`src/rtl/smc_access_ctrl_lite_pkg.sv`:
```
// Shared definitions for the SMC lite access sequencer.
//   - smc_state_e : sequencer states (idle, strobe, hold)
//   - SZ_*        : AHB transfer size codes
//   - CNT_W       : width of the wait-state and hold counters
//   - size_bytes  : bytes covered by a transfer size code (code 3 behaves as a word)
//   - last_beat   : index of the final external beat for a size on a given bus width
package smc_defs_lite;

  localparam int unsigned CNT_W = 4;

  typedef enum logic [1:0] {
    StIdle   = 2'd0,
    StStrobe = 2'd1,
    StHold   = 2'd2
  } smc_state_e;

  localparam logic [1:0] SZ_BYTE = 2'd0;
  localparam logic [1:0] SZ_HALF = 2'd1;
  localparam logic [1:0] SZ_WORD = 2'd2;

  function automatic logic [2:0] size_bytes(input logic [1:0] sz);
    logic [2:0] n;
    n = 3'd4;
    if (sz == SZ_BYTE) n = 3'd1;
    if (sz == SZ_HALF) n = 3'd2;
    return n;
  endfunction

  function automatic logic [1:0] last_beat(input logic [1:0] sz, input int unsigned mem_bytes);
    int unsigned n;
    n = 32'(size_bytes(sz));
    if (n <= mem_bytes) return 2'd0;
    return 2'(n / mem_bytes - 1);
  endfunction

endpackage

```
`src/rtl/smc_access_ctrl_lite_if.sv`:
```
// AHB-side request/response and external static-memory signals of the SMC lite sequencer.
//   master : upstream AHB logic plus the external memory (drives requests and smc_data_in)
//   slave  : the sequencer (drives status, read_data and all external strobes)
interface smc_access_ctrl_lite_if #(
  parameter int unsigned MEM_BYTES = 2
);
  logic                   new_access;
  logic                   n_read;
  logic [1:0]             xfer_size;
  logic [31:0]            addr;
  logic [31:0]            write_data;
  logic [8*MEM_BYTES-1:0] smc_data_in;
  logic                   smc_idle;
  logic                   smc_done;
  logic                   mac_done;
  logic [31:0]            read_data;
  logic [31:0]            smc_addr;
  logic                   smc_n_cs;
  logic                   smc_n_oe;
  logic                   smc_n_we;
  logic [MEM_BYTES-1:0]   smc_n_be;
  logic [8*MEM_BYTES-1:0] smc_data_out;

  modport master (
    output new_access, n_read, xfer_size, addr, write_data, smc_data_in,
    input  smc_idle, smc_done, mac_done, read_data, smc_addr,
    input  smc_n_cs, smc_n_oe, smc_n_we, smc_n_be, smc_data_out
  );

  modport slave (
    input  new_access, n_read, xfer_size, addr, write_data, smc_data_in,
    output smc_idle, smc_done, mac_done, read_data, smc_addr,
    output smc_n_cs, smc_n_oe, smc_n_we, smc_n_be, smc_data_out
  );
endinterface

```
`src/rtl/smc_lane_steer_lite.sv`:
```
// Combinational byte-lane steering between the 32-bit AHB word and the external bus.
//   i_beat_off : byte position of the current beat within the 32-bit word
//   i_acc_off  : low address bits of the access
//   i_size     : transfer size code
//   i_strobe   : byte enables are only asserted while strobing
//   i_wdata    : latched AHB write data       -> o_wdata  : external write lanes
//   i_rdata    : external read data           -> o_rdata  : read bytes placed in word position
//   o_rd_en    : which read_data bytes this beat updates
//   o_n_be     : active-low byte enables for the lanes the access covers
module smc_lane_steer_lite
  import smc_defs_lite::*;
#(
  parameter int unsigned MEM_BYTES = 2
) (
  input  logic [1:0]             i_beat_off,
  input  logic [1:0]             i_acc_off,
  input  logic [1:0]             i_size,
  input  logic                   i_strobe,
  input  logic [31:0]            i_wdata,
  input  logic [8*MEM_BYTES-1:0] i_rdata,
  output logic [8*MEM_BYTES-1:0] o_wdata,
  output logic [31:0]            o_rdata,
  output logic [3:0]             o_rd_en,
  output logic [MEM_BYTES-1:0]   o_n_be
);

  logic [2:0] w_nbytes;
  logic [1:0] w_size_mask;
  logic [1:0] w_acc_lo;
  logic [2:0] w_pos;

  always_comb begin
    w_nbytes    = size_bytes(i_size);
    // nbytes-1 in two bits; a word wraps to 2'b11 so its offset clears to 0
    w_size_mask = w_nbytes[1:0] - 2'd1;
    w_acc_lo    = i_acc_off & ~w_size_mask;
    w_pos       = '0;
    o_wdata     = '0;
    o_n_be      = '1;
    o_rdata     = '0;
    o_rd_en     = '0;
    for (int i = 0; i < int'(MEM_BYTES); i++) begin
      w_pos = {1'b0, i_beat_off} + 3'(i);
      o_wdata[8*i +: 8] = i_wdata[8*w_pos[1:0] +: 8];
      if (i_strobe && (w_pos >= {1'b0, w_acc_lo}) && (w_pos < ({1'b0, w_acc_lo} + w_nbytes))) begin
        o_n_be[i] = 1'b0;
      end
    end
    for (int k = 0; k < 4; k++) begin
      if ((k >= int'(i_beat_off)) && (k < int'(i_beat_off) + int'(MEM_BYTES))) begin
        o_rd_en[k]        = 1'b1;
        o_rdata[8*k +: 8] = i_rdata[8*(k - int'(i_beat_off)) +: 8];
      end
    end
  end

endmodule

```
`src/rtl/smc_access_ctrl_lite.sv`:
```
// Static-memory access sequencer for the SMC lite path.
//   hclk        : system clock
//   n_sys_reset : asynchronous active-low reset
//   bus         : slave view of smc_access_ctrl_lite_if (AHB request/response + external strobes)
// Each AHB access becomes one or more external beats; each beat is a strobe phase of
// WS_RD/WS_WR+1 cycles followed by HOLD cycles with chip select still low.
module smc_access_ctrl_lite
  import smc_defs_lite::*;
#(
  parameter int unsigned MEM_BYTES = 2,
  parameter int unsigned WS_RD     = 2,
  parameter int unsigned WS_WR     = 1,
  parameter int unsigned HOLD      = 1
) (
  input logic                   hclk,
  input logic                   n_sys_reset,
  smc_access_ctrl_lite_if.slave bus
);

  localparam logic [CNT_W-1:0] WsRd   = CNT_W'(WS_RD);
  localparam logic [CNT_W-1:0] WsWr   = CNT_W'(WS_WR);
  localparam logic [CNT_W-1:0] HoldM1 = CNT_W'(HOLD - 1);
  localparam logic [CNT_W-1:0] CntOne = CNT_W'(1);

  smc_state_e       r_state, w_state_nxt;
  logic [31:0]      r_addr, w_addr_nxt;
  logic [31:0]      r_wdata, w_wdata_nxt;
  logic             r_n_read, w_n_read_nxt;
  logic [1:0]       r_size, w_size_nxt;
  logic [1:0]       r_beat_idx, w_beat_idx_nxt;
  logic [1:0]       r_last_idx, w_last_idx_nxt;
  logic [CNT_W-1:0] r_ws_cnt, w_ws_cnt_nxt;
  logic [CNT_W-1:0] r_hold_cnt, w_hold_cnt_nxt;
  logic [31:0]      r_rdata;

  logic        w_done;
  logic        w_last;
  logic        w_accept;
  logic        w_capture;
  logic [31:0] w_beat_addr;
  logic [31:0] w_rd_spread;
  logic [3:0]  w_rd_en;

  assign w_done      = (r_state == StHold) && (r_hold_cnt == '0);
  assign w_last      = (r_beat_idx == r_last_idx);
  // Accepted when idle, or in the final done cycle for back-to-back accesses
  assign w_accept    = bus.new_access && ((r_state == StIdle) || (w_done && w_last));
  assign w_capture   = (r_state == StStrobe) && (r_ws_cnt == '0) && !r_n_read;
  assign w_beat_addr = (r_addr & ~(32'(MEM_BYTES) - 32'd1)) + (32'(r_beat_idx) * 32'(MEM_BYTES));

  smc_lane_steer_lite #(
    .MEM_BYTES (MEM_BYTES)
  ) u_steer (
    .i_beat_off (w_beat_addr[1:0]),
    .i_acc_off  (r_addr[1:0]),
    .i_size     (r_size),
    .i_strobe   (r_state == StStrobe),
    .i_wdata    (r_wdata),
    .i_rdata    (bus.smc_data_in),
    .o_wdata    (bus.smc_data_out),
    .o_rdata    (w_rd_spread),
    .o_rd_en    (w_rd_en),
    .o_n_be     (bus.smc_n_be)
  );

  always_comb begin
    w_state_nxt    = r_state;
    w_addr_nxt     = r_addr;
    w_wdata_nxt    = r_wdata;
    w_n_read_nxt   = r_n_read;
    w_size_nxt     = r_size;
    w_beat_idx_nxt = r_beat_idx;
    w_last_idx_nxt = r_last_idx;
    w_ws_cnt_nxt   = r_ws_cnt;
    w_hold_cnt_nxt = r_hold_cnt;
    unique case (r_state)
      StIdle: ;
      StStrobe: begin
        if (r_ws_cnt == '0) begin
          w_state_nxt    = StHold;
          w_hold_cnt_nxt = HoldM1;
        end else begin
          w_ws_cnt_nxt = r_ws_cnt - CntOne;
        end
      end
      StHold: begin
        if (r_hold_cnt != '0) begin
          w_hold_cnt_nxt = r_hold_cnt - CntOne;
        end else if (!w_last) begin
          w_beat_idx_nxt = r_beat_idx + 2'd1;
          w_ws_cnt_nxt   = r_n_read ? WsWr : WsRd;
          w_state_nxt    = StStrobe;
        end else begin
          w_state_nxt = StIdle;
        end
      end
      default: w_state_nxt = StIdle;
    endcase
    if (w_accept) begin
      w_state_nxt    = StStrobe;
      w_addr_nxt     = bus.addr;
      w_wdata_nxt    = bus.write_data;
      w_n_read_nxt   = bus.n_read;
      w_size_nxt     = bus.xfer_size;
      w_beat_idx_nxt = 2'd0;
      w_last_idx_nxt = last_beat(bus.xfer_size, MEM_BYTES);
      w_ws_cnt_nxt   = bus.n_read ? WsWr : WsRd;
    end
  end

  always_ff @(posedge hclk or negedge n_sys_reset) begin
    if (!n_sys_reset) begin
      r_state    <= StIdle;
      r_addr     <= '0;
      r_wdata    <= '0;
      r_n_read   <= 1'b0;
      r_size     <= SZ_BYTE;
      r_beat_idx <= '0;
      r_last_idx <= '0;
      r_ws_cnt   <= '0;
      r_hold_cnt <= '0;
      r_rdata    <= '0;
    end else begin
      r_state    <= w_state_nxt;
      r_addr     <= w_addr_nxt;
      r_wdata    <= w_wdata_nxt;
      r_n_read   <= w_n_read_nxt;
      r_size     <= w_size_nxt;
      r_beat_idx <= w_beat_idx_nxt;
      r_last_idx <= w_last_idx_nxt;
      r_ws_cnt   <= w_ws_cnt_nxt;
      r_hold_cnt <= w_hold_cnt_nxt;
      if (w_capture) begin
        for (int k = 0; k < 4; k++) begin
          if (w_rd_en[k]) r_rdata[8*k +: 8] <= w_rd_spread[8*k +: 8];
        end
      end
    end
  end

  assign bus.smc_idle  = (r_state == StIdle);
  assign bus.smc_done  = w_done;
  assign bus.mac_done  = w_done && w_last;
  assign bus.read_data = r_rdata;
  assign bus.smc_addr  = w_beat_addr;
  assign bus.smc_n_cs  = (r_state == StIdle);
  assign bus.smc_n_oe  = !((r_state == StStrobe) && !r_n_read);
  assign bus.smc_n_we  = !((r_state == StStrobe) && r_n_read);

endmodule

```
`src/flat_wrapper.sv`:
```
// flat-port wrapper written by rule: the top's interface ports become plain ports
module smc_access_ctrl_lite_flat import smc_defs_lite::*;
#(
  parameter int unsigned MEM_BYTES = 2,
  parameter int unsigned WS_RD     = 2,
  parameter int unsigned WS_WR     = 1,
  parameter int unsigned HOLD      = 1
)
  (hclk, n_sys_reset, bus_new_access, bus_n_read, bus_xfer_size, bus_addr, bus_write_data, bus_smc_data_in, bus_smc_idle, bus_smc_done, bus_mac_done, bus_read_data, bus_smc_addr, bus_smc_n_cs, bus_smc_n_oe, bus_smc_n_we, bus_smc_n_be, bus_smc_data_out);
  smc_access_ctrl_lite_if #(.MEM_BYTES(MEM_BYTES)) bus_i ();
  input logic hclk;
  input logic n_sys_reset;
  input wire logic [$bits(bus_i.new_access)-1:0] bus_new_access;
  input wire logic [$bits(bus_i.n_read)-1:0] bus_n_read;
  input wire logic [$bits(bus_i.xfer_size)-1:0] bus_xfer_size;
  input wire logic [$bits(bus_i.addr)-1:0] bus_addr;
  input wire logic [$bits(bus_i.write_data)-1:0] bus_write_data;
  input wire logic [$bits(bus_i.smc_data_in)-1:0] bus_smc_data_in;
  output wire logic [$bits(bus_i.smc_idle)-1:0] bus_smc_idle;
  output wire logic [$bits(bus_i.smc_done)-1:0] bus_smc_done;
  output wire logic [$bits(bus_i.mac_done)-1:0] bus_mac_done;
  output wire logic [$bits(bus_i.read_data)-1:0] bus_read_data;
  output wire logic [$bits(bus_i.smc_addr)-1:0] bus_smc_addr;
  output wire logic [$bits(bus_i.smc_n_cs)-1:0] bus_smc_n_cs;
  output wire logic [$bits(bus_i.smc_n_oe)-1:0] bus_smc_n_oe;
  output wire logic [$bits(bus_i.smc_n_we)-1:0] bus_smc_n_we;
  output wire logic [$bits(bus_i.smc_n_be)-1:0] bus_smc_n_be;
  output wire logic [$bits(bus_i.smc_data_out)-1:0] bus_smc_data_out;
  assign bus_i.new_access = bus_new_access;
  assign bus_i.n_read = bus_n_read;
  assign bus_i.xfer_size = bus_xfer_size;
  assign bus_i.addr = bus_addr;
  assign bus_i.write_data = bus_write_data;
  assign bus_i.smc_data_in = bus_smc_data_in;
  assign bus_smc_idle = bus_i.smc_idle;
  assign bus_smc_done = bus_i.smc_done;
  assign bus_mac_done = bus_i.mac_done;
  assign bus_read_data = bus_i.read_data;
  assign bus_smc_addr = bus_i.smc_addr;
  assign bus_smc_n_cs = bus_i.smc_n_cs;
  assign bus_smc_n_oe = bus_i.smc_n_oe;
  assign bus_smc_n_we = bus_i.smc_n_we;
  assign bus_smc_n_be = bus_i.smc_n_be;
  assign bus_smc_data_out = bus_i.smc_data_out;
  smc_access_ctrl_lite #(.MEM_BYTES(MEM_BYTES), .WS_RD(WS_RD), .WS_WR(WS_WR), .HOLD(HOLD)) u_core (.hclk(hclk), .n_sys_reset(n_sys_reset), .bus(bus_i));
endmodule
```
`config.mk`:
```
export PLATFORM = sky130hd
export DESIGN_NAME = smc_access_ctrl_lite_flat
export DESIGN_NICKNAME = d
export VERILOG_FILES = /design/src/rtl/smc_access_ctrl_lite_pkg.sv /design/src/rtl/smc_access_ctrl_lite_if.sv /design/src/rtl/smc_lane_steer_lite.sv /design/src/rtl/smc_access_ctrl_lite.sv /design/src/flat_wrapper.sv
export SDC_FILE = /design/constraint.sdc
export NUM_CORES = 1
export LEC_CHECK = 0
export CORE_MARGIN = 2
export CORE_UTILIZATION = 45
export CTS_BUF_LIST = sky130_fd_sc_hd__clkbuf_4 sky130_fd_sc_hd__clkbuf_8 sky130_fd_sc_hd__clkbuf_16
export CTS_CLUSTER_SIZE = 14
export DETAILED_ROUTE_END_ITERATION = 8
export GPL_TIMING_DRIVEN = 0
export PLACE_DENSITY_LB_ADDON = 0.1
export SLEW_MARGIN = 20
export SYNTH_ARGS = -nofsm -noshare
export SYNTH_HDL_FRONTEND = slang
export SYNTH_SLANG_ARGS = --single-unit
```
`constraint.sdc`:
```
create_clock -name hclk -period 4.2 [get_ports hclk]
set_input_delay 0.84 -clock hclk [delete_from_list [all_inputs] [get_ports hclk]]
set_output_delay 0.84 -clock hclk [all_outputs]
set_load 0.005 [all_outputs]
```
==> load_flow_metrics.sql, run 1 <==
INSERT INTO impl_metrics (metric_group, metric, value, unit) VALUES
('run_status', 'status', 'complete, no violations', ''),
('sta', 'maxClockFrequency', '0.247', 'GHz'),
('finish', 'multi_input_comb_area', '2530', 'µm²'),
('min_path', 'worst_hold_path_type', 'primary input to asynchronous set/reset pin', ''),
('logic_synthesis', 'post-synth-top-area-cell', 'sky130_fd_sc_hd__dfrtp_1', ''),
('finish', 'antennaDiodeCount', '0', ''),
('logic_synthesis', 'synth_area_per_cell', '12.5', 'µm²'),
('floorplan', 'die_height', '115', 'µm'),
('setup_path', 'start_kind', 'flop', ''),
('route', 'drtAntennaViolNets', '0', ''),
('clock_network', 'cts.sinks', '113', ''),
('sta', 'finalMaxSlewViolations', '0', ''),
('floorplan', 'initial_core_util', '0.461', ''),
('setup_path', 'worst-endpoint-arrival', '3200', 'ps'),
('sta', 'setup-violations-final', '0', ''),
('setup_path', 'worst-r2r-cell-count', '5', ''),
('sta', 'report.final.hold_viol_count', '0', ''),
('finish', 'finalInstanceArea', '8110', 'µm²'),
('global_routing', 'globalRoute.totalOverflow', '0', ''),
('logic_synthesis', 'ys_types', '49', ''),
('route', 'route.detailed.vias_per_inst', '5.14', ''),
('clock_network', 'cts_hold_repair.buffers', '0', ''),
('finish', 'final_cell_mix', 'sky130_fd_sc_hd__clkdlybuf4s50_1, sky130_fd_sc_hd__dfrtp_1, sky130_fd_sc_hd__mux2_2', ''),
('logic_synthesis', 'synth-seq-area-share', '0.510', ''),
('logic_synthesis', 'synthArstFlopShare', '1.00', ''),
('setup_path', 'r2r-end', 'u_core.bus.read_data[7]$_DFFE_PN0P_', ''),
('logic_synthesis', 'syn_area', '5540', 'µm²'),
('flow_run', 'max_cap_viol_count', '0', ''),
('setup_path', 'crit_path_end_kind', 'primary output', ''),
('place', 'placement.cell_area', '7480', 'µm²'),
('floorplan', 'i_o_pin_cnt', '174', ''),
('logic_synthesis', 'synth_fp_nets', '546', ''),
('logic_synthesis', 'yosys.area.top_type_share', '0.510', ''),
('global_routing', 'grt_antenna_before_repair', '0', ''),
('clock_network', 'ctsLongestPathBuffers', '2', ''),
('clock_network', 'clock_transition_time_at_the_flip_flop_clock_pins_of_the_worst_setup_and_hold_paths', '50', 'ps'),
('clock_network', 'cts_buffers', '17', ''),
('global_routing', 'grt_max_degree', '60', ''),
('sta', 'rsz0062_at_grt', 'no', ''),
('finish', 'flow.area_growth_from_synthesis', '46.3', '%'),
('route', 'wirelength_routed', '13300', 'µm'),
('sta', 'tightest_slew', '693', 'ps'),
('floorplan', 'design.core.area', '12000', 'µm²'),
('setup_path', 'timing_worst_setup_path_type', 'flop to primary output', ''),
('place', 'placement.io_buffers', '172', ''),
('sta', 'worst_clock_skew', '7.60', 'ps'),
('setup_path', 'worst-r2r-setup-slack', '1520', 'ps'),
('power_and_ir_drop', 'p_per_area', '792', 'nW/µm²'),
('clock_network', 'post_cts.repair.setup_buffers', '0', ''),
('power_and_ir_drop', 'ir_worst_vdd', '397', 'µV'),
('global_routing', 'grt_pass1_vias', '4375', ''),
('power_and_ir_drop', 'p_leak', '3.41', 'nW'),
('sta', 'slew_headroom', '0.533', ''),
('setup_path', 'rr_startpoint', 'u_core.r_addr[1]$_DFFE_PN0P_', ''),
('global_routing', 'grtUsageTotal', '0.213', ''),
('place', 'gp_routability_congestion', '0.787', ''),
('finish', 'fill_cells', '911', ''),
('route', 'drc', '0', ''),
('finish', 'commonest_non_fill_non_tap_cell_in_the_layout', 'sky130_fd_sc_hd__clkdlybuf4s50_1', ''),
('logic_synthesis', 'yosys_warnings', '0', ''),
('logic_synthesis', 'synth_top_flop_cell', 'sky130_fd_sc_hd__dfrtp_1', ''),
('logic_synthesis', 'synth-edff-count', '0', ''),
('route', 'detail_route.wl_per_cell', '16.7', 'µm'),
('route', 'first_pass_iters', '4', ''),
('sta', 'layout_min_cycle_time', '4040', 'ps'),
('finish', 'final_layout_size_suffix_gt1_frac', '0.271', ''),
('floorplan', 'die_area', '13200', 'µm²'),
('sta', 'final_min_period_over_clock_period', '0.963', ''),
('finish', 'num-nets-final', '738', ''),
('finish', 'final_util', '0.675', ''),
('place', 'hpwl', '9820', 'µm');
## through the flow
stage / setup TNS [ps] / power (mW) / std cells / setup WS [ps] / hold slack [ps]
final: 0 / 6.42 / 796 / 157 / 384
after global routing: 0 / 6.85 / 796 / 30.1 / 419
after CTS: 0 / 6.49 / 796 / 49.1 / 408
after detailed placement: 0 / 4.96 / 765 / 387 / 493
after global placement: -248890 / 4.86 / 764 / -2210 / 485
after floorplan: 0 / 3.49 / 445 / 1190 / 465
## metal layers
layer,routed length [µm],part of all wire,global-route usage
met5,0,0,0
met4,140,0.011,0.0627
met3,1020,0.077,0.0901
met2,6580,0.49,0.353
met1,5560,0.42,0.253
## worst max-delay path by stage
stage                     cells past startpoint                             start                                  end  slack, ps
after floorplan                               8  u_core.r_beat_idx[0]$_DFFE_PN0P_                     bus_smc_addr[31]       1190
after global placement                        1                       n_sys_reset  u_core.bus.read_data[4]$_DFFE_PN0P_      -2210
after detailed placement                      7      u_core.r_addr[1]$_DFFE_PN0P_                      bus_smc_n_be[1]        390
after CTS                                     9      u_core.r_addr[1]$_DFFE_PN0P_                     bus_smc_addr[25]         50
after global routing                          7      u_core.r_addr[1]$_DFFE_PN0P_                      bus_smc_n_be[1]         30
final                                         9      u_core.r_addr[1]$_DFFE_PN0P_                     bus_smc_addr[25]        160
## registers in the layout, summed over array words and instances, names as in the netlist
signal	cells
u_core.r_beat_idx	2
u_core.r_n_read	1
u_core.r_addr	32
u_core.r_wdata	32
u_core.r_ws_cnt	4
u_core.r_size	2
u_core.bus.read_data	32
u_core.r_state	2
u_core.r_hold_cnt	4
u_core.r_last_idx	2
## power by group
part,switching [mW],internal [mW]
Combinational,1.11,1.84
Clock,0.500,0.997
Sequential,0.375,1.60
## cell usage after synthesis (2+ instances only)
master	number
sky130_fd_sc_hd__and3_1	2
sky130_fd_sc_hd__clkbuf_1	4
sky130_fd_sc_hd__mux2i_1	2
sky130_fd_sc_hd__nor2_1	12
sky130_fd_sc_hd__buf_2	8
sky130_fd_sc_hd__or2_2	2
sky130_fd_sc_hd__nor3_1	5
sky130_fd_sc_hd__ha_1	14
sky130_fd_sc_hd__nand2_1	26
sky130_fd_sc_hd__nor3b_1	3
sky130_fd_sc_hd__dfrtp_1	113
sky130_fd_sc_hd__nor2_4	2
sky130_fd_sc_hd__o21ai_0	20
sky130_fd_sc_hd__nor2_2	2
sky130_fd_sc_hd__inv_1	23
sky130_fd_sc_hd__nand2b_1	3
sky130_fd_sc_hd__mux2_2	111
sky130_fd_sc_hd__nor2b_1	4
sky130_fd_sc_hd__xor2_1	10
sky130_fd_sc_hd__nand3_1	12
sky130_fd_sc_hd__a21oi_1	3
sky130_fd_sc_hd__buf_4	5
sky130_fd_sc_hd__nand4_1	8
sky130_fd_sc_hd__o31ai_1	2
sky130_fd_sc_hd__xnor2_1	22
sky130_fd_sc_hd__xor2_2	2
sky130_fd_sc_hd__nor4_1	2
sky130_fd_sc_hd__a22o_1	2
## critical path: stages (launching register included)
cell and delay (ps):
sky130_fd_sc_hd__dfrtp_2 420, sky130_fd_sc_hd__ha_1 190, sky130_fd_sc_hd__inv_1 60, sky130_fd_sc_hd__fa_2 380, sky130_fd_sc_hd__or2_2 360, sky130_fd_sc_hd__or4_4 440
sky130_fd_sc_hd__buf_6 160, sky130_fd_sc_hd__nor2_2 90, sky130_fd_sc_hd__xor2_1 180, sky130_fd_sc_hd__clkdlybuf4s50_1 530
## cell type report
| type | instances | area share |
|---|---|---|
| clock inverters | 9 | 0.0161 |
| plain buffers | 18 | 0.0130 |
| flip-flops and latches | 113 | 0.349 |
| repair buffers | 173 | 0.216 |
| multi-input cells | 291 | 0.313 |
| clock buffers | 22 | 0.0602 |
| inverters | 23 | 0.0106 |
| well taps | 147 | 0.0227 |
## cells by family (layout without fill, tap and decap cells)
kind of cell	count (synthesis)	after routing	synth area share
AOI/OAI and AO/OA	39	39	0.0465
xor gates and xnor gates	34	34	0.0564
adders and majority gates	15	15	0.0352
buffers and inverters	41	245	0.0343
DFF	113	113	0.510
muxes	113	113	0.229
other	1	1	0.000677
and+or+nand+nor	89	89	0.0876
No activity file was read; power rests on OpenSTA's default activity.
==> run 2, diff against run 1 <==
REMOVE_ABC_BUFFERS = 1   (was unset)
clock period = 5.2 ns   (was 4.2 ns; I/O delays follow)
==> run 2 against run 1 <==
Compared with the run above:
- clock skew rose by 1.2 ps
- wire length fell by 0.99%
- via count fell by 0.73%
- first-iteration DRC count fell by 17%
- critical path type unchanged
- highest routed layer unchanged
- critical path depth fell by 1
- largest power group unchanged
- largest cell class unchanged
- register-to-register slack improved by 530 ps
- clock power fell by 22%
- non-clock buffer count fell by 14
- sequential share of layout area barely moved
==> load_flow_metrics.sql, run 2 (synthesis results as in run 1) <==
INSERT INTO impl_metrics (metric_group, metric, value, unit) VALUES
('sta', 'slew_headroom', '0.307', ''),
('clock_network', 'cts_buffers', '17', ''),
('min_path', 'worst_hold_path_type', 'flop to flop', ''),
('route', 'wirelength_routed', '13200', 'µm'),
('global_routing', 'grt_pass1_wl', '20700', 'µm'),
('sta', 'finalMaxSlewViolations', '0', ''),
('finish', 'flow.area_growth_from_synthesis', '46.0', '%'),
('power_and_ir_drop', 'power_spent_charging_and_discharging_nets', '1.61', 'mW'),
('power_and_ir_drop', 'p_total', '5.18', 'mW'),
('route', 'first_pass_iters', '4', ''),
('route', 'vias', '4059', ''),
('power_and_ir_drop', 'p_per_area', '640', 'nW/µm²'),
('floorplan', 'initial_core_util', '0.461', ''),
('clock_network', 'ctsLongestPathBuffers', '2', ''),
('route', 'route.detailed.vias_per_inst', '5.19', ''),
('setup_path', 'critical_path.slowest_cell', 'sky130_fd_sc_hd__clkdlybuf4s50_1', ''),
('clock_network', 'cts_hold_repair.buffers', '0', ''),
('route', 'drtAntennaViolNets', '0', ''),
('clock_network', 'cts.sinks', '113', ''),
('finish', 'fill_cells', '935', ''),
('global_routing', 'grt_antenna_before_repair', '0', ''),
('global_routing', 'grtUsageTotal', '0.206', ''),
('route', 'drt-initial-drc-count', '186', ''),
('clock_network', 'cts_tree', 'done', ''),
('power_and_ir_drop', 'p_leak', '3.37', 'nW'),
('place', 'placement.io_buffers', '172', ''),
('global_routing', 'grt_max_degree', '82', ''),
('clock_network', 'post_cts.repair.setup_buffers', '0', ''),
('setup_path', 'worst-r2r-cell-count', '9', ''),
('run_status', 'status', 'complete, no violations', ''),
('global_routing', 'grt_pass1_vias', '4288', ''),
('clock_network', 'clock_transition_time_at_the_flip_flop_clock_pins_of_the_worst_setup_and_hold_paths', '50', 'ps'),
('power_and_ir_drop', 'ir_worst_vdd', '353', 'µV'),
('sta', 'layout_min_cycle_time', '4310', 'ps'),
('finish', 'antennaDiodeCount', '0', ''),
('clock_network', 'h-tree-depth', '4', ''),
('finish', 'final_cell_mix', 'sky130_fd_sc_hd__clkdlybuf4s50_1, sky130_fd_sc_hd__dfrtp_1, sky130_fd_sc_hd__mux2_2', ''),
('power_and_ir_drop', 'power_switching_share', '0.310', ''),
('min_path', 'min_path_cells', '1', ''),
('sta', 'worst_clock_skew', '8.78', 'ps'),
('flow_run', 'max_cap_viol_count', '0', ''),
('floorplan', 'floorplan.rows', '40', ''),
('sta', 'final_min_period_over_clock_period', '0.828', ''),
('setup_path', 'critical_path.max_fanout', '5', ''),
('finish', 'final_layout_size_suffix_gt1_frac', '0.257', ''),
('sta', 'maxClockFrequency', '0.232', 'GHz'),
('finish', 'final_util', '0.674', ''),
('setup_path', 'crit_path_end_kind', 'primary output', ''),
('sta', 'rsz0062_at_grt', 'no', ''),
('sta', 'report.final.hold_viol_count', '0', ''),
('finish', 'finalInstanceArea', '8090', 'µm²'),
('power_and_ir_drop', 'clkPwrFrac', '0.226', ''),
('place', 'hpwl', '9580', 'µm'),
('floorplan', 'design.core.area', '12000', 'µm²'),
('sta', 'setup-violations-final', '0', ''),
('finish', 'commonest_non_fill_non_tap_cell_in_the_layout', 'sky130_fd_sc_hd__clkdlybuf4s50_1', ''),
('route', 'drc', '0', ''),
('sta', 'timing.final.ws_setup', '893', 'ps'),
('setup_path', 'worst_ep_required_time', '4160', 'ps'),
('power_and_ir_drop', 'internal_power', '3.57', 'mW'),
('setup_path', 'timing.critical_path.cells', 'ha_1, inv_1, fa_1, or2_2, or4_4, nor2_2, xor2_1, clkdlybuf4s50_1', ''),
('floorplan', 'die_height', '115', 'µm'),
('clock_network', 'clock_latency', '420', 'ps'),
('place', 'gp_routability_congestion', '0.778', ''),
('power_and_ir_drop', 'power.sequential.fraction', '0.309', ''),
('setup_path', 'slowest_delay', '530', 'ps'),
('place', 'dp_worst_setup_slack', '1310', 'ps'),
('floorplan', 'die_width', '115', 'µm'),
('setup_path', 'timing_worst_setup_path_type', 'flop to primary output', ''),
('finish', 'multi_input_comb_area', '2540', 'µm²'),
('place', 'placement.cell_area', '7490', 'µm²'),
('clock_network', 'clk_root_buffer_cell', 'sky130_fd_sc_hd__clkbuf_16', ''),
('setup_path', 'worst-endpoint-arrival', '3270', 'ps'),
('global_routing', 'globalRoute.totalOverflow', '0', ''),
('finish', 'regArea', '2830', 'µm²'),
('setup_path', 'start_kind', 'flop', ''),
('floorplan', 'die_area', '13200', 'µm²'),
('sta', 'accumulated_negative_setup_slack', '0', 'ps'),
('route', 'detail_route.wl_per_cell', '16.8', 'µm'),
('floorplan', 'i_o_pin_cnt', '174', ''),
('finish', 'num-nets-final', '724', ''),
('sta', 'tightest_slew', '1040', 'ps'),
('clock_network', 'post_cts_gate_resize_count', '0', ''),
('power_and_ir_drop', 'comb_power_share', '0.464', '');
-- run 2: changes by cell type in the layout (fill, tap and decap cells not counted), sizes merged --
cell      delta
buf         -10
bufinv       -1
clkbuf       -3
clkinv       -1
clkinvlp     +1
-- run 2: cell type report --
type,instances,share of cell area
Clock buffer,23,0.0620
Sequential cell,113,0.349
Tap cell,147,0.0227
Clock inverter,8,0.0127
Inverter,23,0.0107
Multi-Input combinational cell,291,0.314
Timing Repair Buffer,177,0.228
-- run 2: power groups by stage --
stage               Clock, mW  Sequential [mW]  Combinational (mW)
floorplan                   0             1.55                1.28
global placement            0             1.58                2.36
detailed placement          0             1.61                2.43
CTS                      1.19             1.60                2.45
global route             1.23             1.66                2.61
finish                   1.17             1.60                2.40
-- run 2: per-stage QoR --
| stage | hold WS [ps] | cells |
|---|---|---|
| 3_3_place_gp | 484 | 746 |
| 6_report | 499 | 782 |
| 4_1_cts | 504 | 782 |
| 3_5_place_dp | 491 | 751 |
| 2_1_floorplan | 465 | 427 |
| 5_1_grt | 513 | 782 |
-- run 2: worst max-delay path: cells and delay by family (launching register included) --
kind / cells / cell delay, ps
buf+inv: 2 / 590
flops: 1 / 430
fa+ha+maj: 2 / 640
xor+xnor: 1 / 180
simple gates: 3 / 1020
-- run 2: final timing paths --
path | slack [ps] | startpoint | end
max in group asynchronous | 4000 | n_sys_reset | u_core.r_addr[11]$_DFFE_PN0P_
min in group asynchronous | 510 | n_sys_reset | u_core.r_ws_cnt[3]$_DFFE_PN0P_
hold / removal | 500 | u_core.bus.read_data[28]$_DFFE_PN0P_ | u_core.bus.read_data[28]$_DFFE_PN0P_
setup reg to reg | 2050 | u_core.r_hold_cnt[0]$_DFFE_PN0P_ | u_core.r_wdata[31]$_DFFE_PN0P_
hold reg to reg | 500 | u_core.bus.read_data[28]$_DFFE_PN0P_ | u_core.bus.read_data[28]$_DFFE_PN0P_
setup / recovery | 890 | u_core.r_addr[1]$_DFFE_PN0P_ | bus_smc_addr[25]
-- run 2: per-layer routing --
layer / vias up / track usage / wire length, µm
met5: - / 0 / 0
met4: 0 / 0.0715 / 131
met3: 14 / 0.103 / 1240
met2: 132 / 0.347 / 6620
met1: 2003 / 0.226 / 5190
li1: 1910 / - / -
